**src/rtl/pkt_fifo_sched.sv**
```systemverilog
// Two-port packet scheduler: round-robin grant, wait for a firewall verdict
// (fail-closed timeout), then forward or drop one packet. Stats outputs under FIFO_SCHED_STATS_EN.
module pkt_fifo_sched #(
    parameter int TIMEOUT = 64,
    parameter int CNT_W   = 7
) (
    input  logic       clk,
    input  logic       rst_n,
    input  logic [1:0] pkt_rdy,
    input  logic [1:0] rd_eop,
    input  logic       dec_valid,
    input  logic       dec_drop,
    input  logic       out_ready,
    output logic [1:0] fifo_rd,
    output logic [1:0] grant,
    output logic       insp_start,
    output logic       out_valid,
    output logic       busy
`ifdef FIFO_SCHED_STATS_EN
    ,
    output logic [15:0] fwd_cnt,
    output logic [15:0] drop_cnt
`endif
);

    typedef enum logic [1:0] {IDLE, GRANT, WAIT_DEC, XFER} state_t;

    state_t           state_q, state_d;
    logic [1:0]       grant_q, grant_d;
    logic             last_q, last_d;
    logic [CNT_W-1:0] cnt_q, cnt_d;
    logic             drop_flag_q, drop_flag_d;
    logic             insp_q, insp_d;
    logic             busy_q, busy_d;
    logic             sel, pop, done;

    // grant_q is one-hot while busy, so bit 1 doubles as the port index
    assign sel       = grant_q[1];
    assign pop       = (state_q == XFER) && (drop_flag_q || out_ready);
    assign done      = pop && rd_eop[sel];
    assign fifo_rd   = pop ? grant_q : 2'b00;
    assign out_valid = (state_q == XFER) && !drop_flag_q && out_ready;

    assign grant      = grant_q;
    assign insp_start = insp_q;
    assign busy       = busy_q;

    always_comb begin
        state_d     = state_q;
        grant_d     = grant_q;
        last_d      = last_q;
        cnt_d       = cnt_q;
        drop_flag_d = drop_flag_q;
        case (state_q)
            IDLE: begin
                if (|pkt_rdy) begin
                    state_d = GRANT;
                    if (&pkt_rdy) grant_d = last_q ? 2'b01 : 2'b10;
                    else          grant_d = pkt_rdy;
                end
            end
            GRANT: begin
                cnt_d       = '0;
                drop_flag_d = 1'b0;
                state_d     = WAIT_DEC;
            end
            WAIT_DEC: begin
                // a verdict landing on the timeout cycle still wins
                if (dec_valid) begin
                    drop_flag_d = dec_drop;
                    state_d     = XFER;
                end else if (cnt_q == CNT_W'(TIMEOUT - 1)) begin
                    drop_flag_d = 1'b1;
                    state_d     = XFER;
                end else begin
                    cnt_d = cnt_q + CNT_W'(1);
                end
            end
            XFER: begin
                if (done) begin
                    state_d = IDLE;
                    grant_d = 2'b00;
                    last_d  = sel;
                end
            end
            default: state_d = IDLE;
        endcase
        insp_d = (state_d == GRANT);
        busy_d = (state_d != IDLE);
    end

`ifdef FIFO_SCHED_STATS_EN
    logic [15:0] fwd_cnt_q, fwd_cnt_d, drop_cnt_q, drop_cnt_d;

    assign fwd_cnt  = fwd_cnt_q;
    assign drop_cnt = drop_cnt_q;

    always_comb begin
        fwd_cnt_d  = fwd_cnt_q;
        drop_cnt_d = drop_cnt_q;
        if (done) begin
            if (drop_flag_q && drop_cnt_q != 16'hFFFF) drop_cnt_d = drop_cnt_q + 16'd1;
            if (!drop_flag_q && fwd_cnt_q != 16'hFFFF) fwd_cnt_d = fwd_cnt_q + 16'd1;
        end
    end

    always_ff @(posedge clk) begin
        if (!rst_n) begin
            fwd_cnt_q  <= '0;
            drop_cnt_q <= '0;
        end else begin
            fwd_cnt_q  <= fwd_cnt_d;
            drop_cnt_q <= drop_cnt_d;
        end
    end
`endif

    always_ff @(posedge clk) begin
        if (!rst_n) begin
            state_q     <= IDLE;
            grant_q     <= 2'b00;
            last_q      <= 1'b1;
            cnt_q       <= '0;
            drop_flag_q <= 1'b0;
            insp_q      <= 1'b0;
            busy_q      <= 1'b0;
        end else begin
            state_q     <= state_d;
            grant_q     <= grant_d;
            last_q      <= last_d;
            cnt_q       <= cnt_d;
            drop_flag_q <= drop_flag_d;
            insp_q      <= insp_d;
            busy_q      <= busy_d;
        end
    end

endmodule
```
**config.mk**
```make
export PLATFORM = sky130hd
export DESIGN_NAME = pkt_fifo_sched
export DESIGN_NICKNAME = d
export VERILOG_FILES = /design/src/rtl/pkt_fifo_sched.sv
export SDC_FILE = /design/constraint.sdc
export NUM_CORES = 1
export LEC_CHECK = 0
export ABC_AREA = 1
export BUFFER_PORTS_ARGS = -buffer_cell sky130_fd_sc_hd__buf_2
export CAP_MARGIN = 20
export CORE_AREA = 2 2 40 42
export CTS_CLUSTER_SIZE = 25
export DETAILED_ROUTE_END_ITERATION = 12
export DIE_AREA = 0 0 42 44
export GPL_ROUTABILITY_DRIVEN = 0
export HOLD_SLACK_MARGIN = 0.03
export PLACE_DENSITY = 0.83
export SLEW_MARGIN = 15
export SYNTH_ARGS = -nofsm -noshare
export SYNTH_HDL_FRONTEND = slang
export SYNTH_SLANG_ARGS = --single-unit
```
**constraint.sdc**
```tcl
create_clock -name clk -period 3.9 [get_ports clk]
set_input_delay 0.975 -clock clk [delete_from_list [all_inputs] [get_ports clk]]
set_output_delay 0.975 -clock clk [all_outputs]
set_load 0.02 [all_outputs]
```
==> results.txt, run 1 <==
min-delay worst type: register to register
Avg Cell Area, Syn: 6.96 um^2
Cell Pwr Density: 390 nW/um^2
most frequent cells in the layout: nand2_1 (22), nor2_1 (16), inv_1 (15), dfxtp_1 (15), buf_2 (15)
TritonCTS Sinks: 15
antenna viol nets, final: 0
reported max-cap violation count: 0
post-layout min period: 2570 ps
WL/cell: 10.7 um
clock latency on the worst-skew pair: 290 ps
sequential area share after synthesis: 40.3%
Least-Margin Pin Slew: 344 ps
Synth top area share: 40.3%
Area after DPL: 840 um^2
Final Hold Fails: 0
Worst Setup Start Kind: input port
initial antenna violation count: 0
cell breakdown of the critical path: buf_2, nor2_1, nor2_4, inv_1, nor2_1, buf_2
IO Pins: 16
CP bufs+invs: 3
Post-Layout Cell Count: 142
routed vias: 743
CTS Hold Bufs: 0
Setup crit end kind: primary output
Critical Path Max Stage Delay: 170 ps
Net count, final: 137
P&R area growth vs syn: 16.5%
post-route cell area: 867 um^2
Leak: 0.000423 uW
fillers: 129
WHS: 443 ps
post-CTS sizing: 0
Pre-antenna DRT Iters: 5
fraction of layout cells with a size suffix above 1: 23.8%
First DRT Iteration DRCs: 9
DP Cell Count: 138
Die ar.: 1850 um^2
GRT Util Overall: 18.8%
switching power: 111 uW
clk slew on worst S/H paths: 90 ps
Combinational Power Share: 21.8%
largest net degree at the start of global routing: 11
cell family with the largest share of critical-path delay: buffers and inverters
Initial Utilization: 52.5%
Core Area: 1420 um^2
status: complete, no violations
drt via density: 5.23
worst setup path class: input port to primary output
CP max stage cell: nor2_1
CTS H-tree lvls: 1
Synth Register Bits: 15
worst path required time: 2920 ps
post-synth top area cell: dfxtp_1
global-route met2 utilization: 37.8%
DRC viols: 0
Worst Path Max Fanout: 3
Port Buffers: 15
post-synth cell types: 16
yosys warns: 0
die width: 42 um
clock share of power: 27.0%
Max Slew Vio Count: 0
Reg power frac: 51.2%
Post-CTS Setup Inserts: 0
clk buf depth: 2
clk_skew: 1.64 ps
final setup violation count: 0
fin crit share: 65.8%
CTS buffer count: 3
commonest non-fill, non-tap cell in the layout: nand2_1
Slew headroom: 77.0%
CP Depth: 6
setup tns final: 0 ps
post-synthesis cell area: 744 um^2
Mapped Nets: 117
met1 usage: 18.5%
M3 GR Usage: 2.50%
DIE HEIGHT: 44 um
GR peak layer: met2
largest cells by area after synthesis: dfxtp_1 (40%), nand2_1 (11%), nor2_1 (8.1%)
Worst Hold Depth: 2
FF-to-FF path depth: 8
switch share: 32.9%
CTS tree: yes
RSZ-0062 raised after global routing: false
post-DP HPWL: 1.17 mm
P_int: 227 uW
number of global-route vias before repair: 698
Syn Inst Count: 107
grt ovf: 0
Max Fclk: 390 MHz
final WL: 1.52 mm
VDD IR-drop max: 0.216 mV
clock root buffer: clkbuf_4
site row count: 14
antenna cells: 0
wire length of the first global-routing pass: 2.65 mm
crit path DAT: 1590 ps
## registers in the layout, indices dropped and copies added, names as in the netlist
register / flops
busy: 1
state_q: 2
drop_flag_q: 1
insp_start: 1
cnt_q: 7
grant: 2
last_q: 1
## worst paths after layout
| kind | slack (ps) | end | startpoint |
|---|---|---|---|
| worst max-delay path | 1330 | fifo_rd[1] | out_ready |
| worst min register to register | 440 | cnt_q[6]$_SDFFE_PN0P_ | cnt_q[6]$_SDFFE_PN0P_ |
| worst min-delay path | 440 | cnt_q[6]$_SDFFE_PN0P_ | cnt_q[6]$_SDFFE_PN0P_ |
| worst max register to register | 2510 | cnt_q[3]$_SDFFE_PN0P_ | cnt_q[0]$_SDFFE_PN0P_ |
## cells by family (layout without fill, tap and decap cells)
kind of cell | after synthesis | count (layout) | share of synthesized area (%)
buffers and inverters | 16 | 35 | 8.07
adders and majority gates | 1 | 1 | 1.68
AOI/OAI and AO/OA | 18 | 18 | 13.1
and+or+nand+nor | 57 | 57 | 36.8
DFF | 15 | 15 | 40.3
## area by class of cell
type	count	area, um^2	share of cell area [%]
timing repair buffer	15	75.1	8.66
tap	16	20.0	2.31
clock buffer	3	22.5	2.60
clock inverter	1	5.00	0.577
sequential	15	300	34.6
inverter	16	60.1	6.93
multi-input combinational	76	384	44.3
## stage by stage
| step | utilization [%] | total power [uW] | worst slack [ps] |
|---|---|---|---|
| floorplan | - | 228 | 1480 |
| global placement | 59.2 | 247 | 1380 |
| detailed placement | 59.2 | 250 | 1320 |
| CTS | 61.1 | 337 | 1320 |
| global route | 61.1 | 353 | 1270 |
| finish | 61.1 | 338 | 1330 |
## per-layer routing
metal | part of all wire (%) | vias up
met5 | 0 | -
met4 | 1.6 | 0
met3 | 4.4 | 4
met2 | 52 | 22
met1 | 42 | 340
li1 | - | 377
## power groups by stage
stage,clock [uW],sequential (uW),combinational [uW]
final,91.3,173,73.9
after global routing,96.8,174,82.1
after CTS,89.7,173,74.2
after detailed placement,0,176,74.0
after global placement,0,176,71.1
after floorplan,0,183,45.5
## worst register-to-register path, delay by kind of cell, from the launching register on
| kind | cells | cell delay (ps) |
|---|---|---|
| fa+ha+maj | 1 | 190 |
| flops | 1 | 380 |
| simple gates | 6 | 580 |
| compound gates | 1 | 140 |
## synth_stat cells, drive strengths merged
cell type / number
nand2: 27
o211ai: 3
dfxtp: 15
nor2: 20
inv: 16
a21oi: 11
o21ai: 4
nand3: 10
ha: 1
(Power assumes the default switching activity.)
==> run 2, diff against run 1 <==
Settings changed: CORE_AREA 2 2 40 42 to 2 2 40 50, DIE_AREA 0 0 42 44 to 0 0 42 52, PLACE_DENSITY 0.83 to 0.74.
Clock period 3.9 ns to 2.3 ns, I/O delays scaled along.
==> results.txt, run 2 (synthesis gave the netlist of run 1 again) <==
Max Slew Vio Count: 0 (unchanged)
Cell Pwr Density: 646 nW/um^2 (+66%)
clk_skew: 0.565 ps (-1.07 ps)
number of global-route vias before repair: 637 (-8.7%)
fin crit share: 80.9%
Pre-antenna DRT Iters: 5 (unchanged)
DIE HEIGHT: 52 um (+18%)
drt via density: 4.92 (-6.0%)
Least-Margin Pin Slew: 333 ps (-10.7 ps)
final setup violation count: 0 (unchanged)
status: complete, no violations
grt ovf: 0 (unchanged)
post-layout min period: 1860 ps
Core Area: 1720 um^2 (+21%)
largest net degree at the start of global routing: 11 (unchanged)
VDD IR-drop max: 0.354 mV (+64%)
Worst Hold Depth: 2 (unchanged)
antenna cells: 0 (unchanged)
wire length of the first global-routing pass: 2.50 mm (-5.5%)
site row count: 17 (+3)
worst setup path class: register to primary output
Reg-to-Reg End: cnt_q[5]$_SDFFE_PN0P_
Hold Crit Start: cnt_q[6]$_SDFFE_PN0P_
crit path DAT: 1290 ps (-300 ps)
CTS tree: yes
commonest non-fill, non-tap cell in the layout: nand2_1
most frequent cells in the layout: nand2_1 (22), nor2_1 (16), inv_1 (15), dfxtp_1 (15), buf_2 (15)
worst path required time: 1730 ps (-1190 ps)
RSZ-0062 raised after global routing: false
fraction of layout cells with a size suffix above 1: 23.8% (unchanged)
DRC viols: 0 (unchanged)
routed vias: 713 (-4.0%)
die width: 42 um (unchanged)
P&R area growth vs syn: 17.0%
initial antenna violation count: 0 (unchanged)
clk buf depth: 2 (unchanged)
Area after DPL: 843 um^2 (+0.45%)
First DRT Iteration DRCs: 11 (+2)
IO Pins: 16 (unchanged)
final WL: 1.48 mm (-2.8%)
Worst Setup Start Kind: register
Largest register FFs: 7 (unchanged)
CTS buffer count: 3 (unchanged)
Leak: 0.000423 uW (unchanged)
reported max-cap violation count: 0 (unchanged)
CTS H-tree lvls: 1 (unchanged)
Net count, final: 137 (unchanged)
clk slew on worst S/H paths: 90 ps (about the same)
WL/cell: 10.2 um (-4.8%)
Final Hold Fails: 0 (unchanged)
Worst Path Max Fanout: 4 (+1)
min-delay worst type: register to register
GRT Util Overall: 15.3% (-3.5 points)
fillers: 192 (+49%)
Hold Path End: cnt_q[6]$_SDFFE_PN0P_
post-route cell area: 871 um^2 (+0.43%)
clock latency on the worst-skew pair: 270 ps (-20 ps)
Most flops, register: cnt_q
setup tns final: 0 ps (unchanged)
Die ar.: 2180 um^2 (+18%)
Max Fclk: 537 MHz
TritonCTS Sinks: 15 (unchanged)
Port Buffers: 15 (unchanged)
reg-to-reg startpoint: cnt_q[0]$_SDFFE_PN0P_
Setup crit end kind: primary output
Post-CTS Setup Inserts: 0 (unchanged)
Slew headroom: 77.7% (+0.71 points)
clock root buffer: clkbuf_4
Reg2Reg Setup Slack: 860 ps (-1650 ps)
FF-to-FF path depth: 8 (unchanged)
antenna viol nets, final: 0 (unchanged)
post-DP HPWL: 1.18 mm (+0.92%)
post-CTS sizing: 0 (unchanged)
Initial Utilization: 43.2% (-9.3 points)
CTS Hold Bufs: 0 (unchanged)
[run 2: cell counts in the layout (fill, tap and decap cells not counted)]
No cell type changed its count.
[run 2: metrics by stage]
step	total power [uW]	util (%)	std cells	hold slack [ps]	worst slack, ps
6_report	563	50.5	145	439	439
4_1_cts	572	50.5	145	444	412
5_1_grt	604	50.5	145	453	339
2_1_floorplan	387	-	107	412	678
3_5_place_dp	424	48.9	141	430	550
3_3_place_gp	419	48.9	141	420	566
[run 2: worst max path at each step]
stage | startpoint | endpoint | slack (ps) | depth (start not counted)
after floorplan | out_ready | fifo_rd[0] | 680 | 4
after global placement | out_ready | fifo_rd[0] | 570 | 6
after detailed placement | out_ready | fifo_rd[0] | 550 | 6
after CTS | state_q[0]$_SDFF_PN0_ | fifo_rd[0] | 410 | 5
after global routing | state_q[0]$_SDFF_PN0_ | fifo_rd[0] | 340 | 5
final | state_q[0]$_SDFF_PN0_ | fifo_rd[0] | 440 | 5
[run 2: power breakdown]
part / internal (uW) / switching (uW)
sequential: 278 / 15.6
clock: 64.4 / 81.0
combinational: 42.1 / 81.9
[run 2: critical path, stage by stage, from the launching register on]
cell,delay [ps]
dfxtp_1,430
nand2_2,130
nor2_4,130
inv_1,70
nor2_1,80
buf_2,170
[run 2: layer usage]
layer / vias up / global-route usage (%) / routed length, um
li1: 378 / - / -
met1: 318 / 16.7 / 638
met2: 15 / 26.8 / 776
met3: 2 / 4.17 / 51
met4: 0 / 8.06 / 14
met5: - / 0 / 0
[run 2: final cells by class]
class                      instances  area (um^2)  share of cell area, %
clock inverter                     1         5.00                  0.575
tap                               19         23.8                   2.73
multi-input combinational         76          384                   44.1
timing repair buffer              15         75.1                   8.62
clock buffer                       3         22.5                   2.59
inverter                          16         60.1                   6.90
sequential                        15          300                   34.5
==> run 3, diff against run 2 <==
Clock period 2.3 ns to 1.7 ns, I/O delays scaled along.
==> results.txt, run 3 (synthesis gave the netlist of run 1 again) <==
status: complete, no violations
IO Pins: 16 (unchanged)
Port Buffers: 15 (unchanged)
die width: 42 um (unchanged)
fillers: 183 (-4.7%)
Cell Pwr Density: 874 nW/um^2 (+35%)
met1 wire length: 616 um (-3.4%)
min-delay worst type: input port to register
DR WL met3: 78 um (+53%)
P&R area growth vs syn: 18.7%
Initial Utilization: 43.2% (unchanged)
GRT Util Overall: 15.6% (+0.33 points)
DP Cell Count: 141 (unchanged)
grt ovf: 0 (unchanged)
most frequent cells in the layout: nand2_1 (22), nor2_1 (16), inv_1 (15)
Slew headroom: 75.8% (-1.9 points)
Die ar.: 2180 um^2 (unchanged)
commonest non-fill, non-tap cell in the layout: nand2_1
Worst Hold Depth: 2 (unchanged)
DR top layer: met4
Largest register FFs: 7 (unchanged)
clock root buffer: clkbuf_4
Max Fclk: 626 MHz
Reg2Reg Setup Slack: 290 ps (-570 ps)
Post-Layout Cell Count: 145 (unchanged)
clk buf depth: 2 (unchanged)
met2 wire len: 771 um (-0.64%)
CTS H-tree lvls: 1 (unchanged)
post-DP HPWL: 1.17 mm (-1.3%)
DIE HEIGHT: 52 um (unchanged)
Core Area: 1720 um^2 (unchanged)
TritonCTS Sinks: 15 (unchanged)
largest net degree at the start of global routing: 11 (unchanged)
drt via density: 4.97 (+1.1%)
final setup violation count: 0 (unchanged)
Setup crit end kind: primary output
worst setup path class: register to primary output
fin crit share: 93.9%
Worst Path Max Fanout: 4 (unchanged)
initial antenna violation count: 0 (unchanged)
clk_skew: 0.615 ps (+0.0501 ps)
Least-Margin Pin Slew: 361 ps (+27.8 ps)
final WL: 1.49 mm (+0.34%)
clk slew on worst S/H paths: 90 ps (about the same)
WL/cell: 10.2 um (+0.34%)
clock latency on the worst-skew pair: 280 ps (about the same)
routed vias: 721 (+1.1%)
Most flops, register: cnt_q
Worst Setup Start Kind: register
FF-to-FF path depth: 8 (unchanged)
number of global-route vias before repair: 660 (+3.6%)
First DRT Iteration DRCs: 17 (+6)
fraction of layout cells with a size suffix above 1: 25.4% (+1.6 points)
Net count, final: 137 (unchanged)
DRC viols: 0 (unchanged)
Max Slew Vio Count: 0 (unchanged)
antenna viol nets, final: 0 (unchanged)
wire length of the first global-routing pass: 2.53 mm (+0.84%)
Pre-antenna DRT Iters: 6 (+1)
VDD IR-drop max: 0.490 mV (+38%)
crit path DAT: 1170 ps (-120 ps)
RSZ-0062 raised after global routing: false
reported max-cap violation count: 0 (unchanged)
final design utilization: 51.3% (+0.73 points)
CTS tree: yes
site row count: 17 (unchanged)
antenna cells: 0 (unchanged)
setup tns final: 0 ps (unchanged)
worst path required time: 1270 ps (-460 ps)
Leak: 0.000434 uW (+2.5%)
Post-CTS Setup Inserts: 0 (unchanged)
CTS buffer count: 3 (unchanged)
post-layout min period: 1600 ps
Final Hold Fails: 0 (unchanged)
[run 3: metrics by stage]
step	setup slack [ps]	power, uW	hold slack (ps)	instance area, um^2
floorplan	311	523	412	744
global placement	265	568	419	843
detailed placement	253	574	433	843
CTS	20.6	776	405	872
global route	12.3	819	407	883
finish	104	772	409	883
[run 3: critical path, cell delays in order (launching register included)]
cell     delay (ps)
dfxtp_4         390
nand2_4          70
nor2_4          110
inv_1            70
nor2_1           80
buf_2           160
[run 3: report_power, final]
| part | switching (uW) | leakage, uW | internal [uW] |
|---|---|---|---|
| registers | 23.0 | 0.000124 | 378 |
| logic | 112 | 0.000292 | 58.0 |
| clock network | 115 | 0.0000177 | 87.4 |
[run 3: final cells by class]
class | count | area (um^2) | share of cell area [%]
Tap cell | 19 | 23.8 | 2.69
Sequential cell | 15 | 305 | 34.6
Clock inverter | 1 | 5.00 | 0.567
Multi-Input combinational cell | 76 | 389 | 44.1
Clock buffer | 3 | 22.5 | 2.55
Inverter | 16 | 60.1 | 6.80
Timing Repair Buffer | 15 | 77.6 | 8.78
[run 3: what timing repair did]
| action | 4_1_cts | 5_1_grt |
|---|---|---|
| hold buffers | 0 | 0 |
| resized for setup | 1 | 4 |
| pin swaps | 0 | 0 |
| setup endpoints to repair | 2 | 2 |
[run 3: path summary, 6_finish.rpt]
| path | end | start |
|---|---|---|
| setup / recovery | fifo_rd[1] | state_q[0]$_SDFF_PN0_ |
| hold / removal | last_q$_SDFFE_PN1P_ | rst_n |
| setup reg to reg | cnt_q[5]$_SDFFE_PN0P_ | cnt_q[0]$_SDFFE_PN0P_ |
| hold reg to reg | cnt_q[6]$_SDFFE_PN0P_ | cnt_q[6]$_SDFFE_PN0P_ |
[run 3: layer usage]
layer  GRT usage (%)  up-vias
met2            28.1       16
li1                -      379
met3            4.51        4
met1            15.7      322
met5               0        -
met4            9.68        0
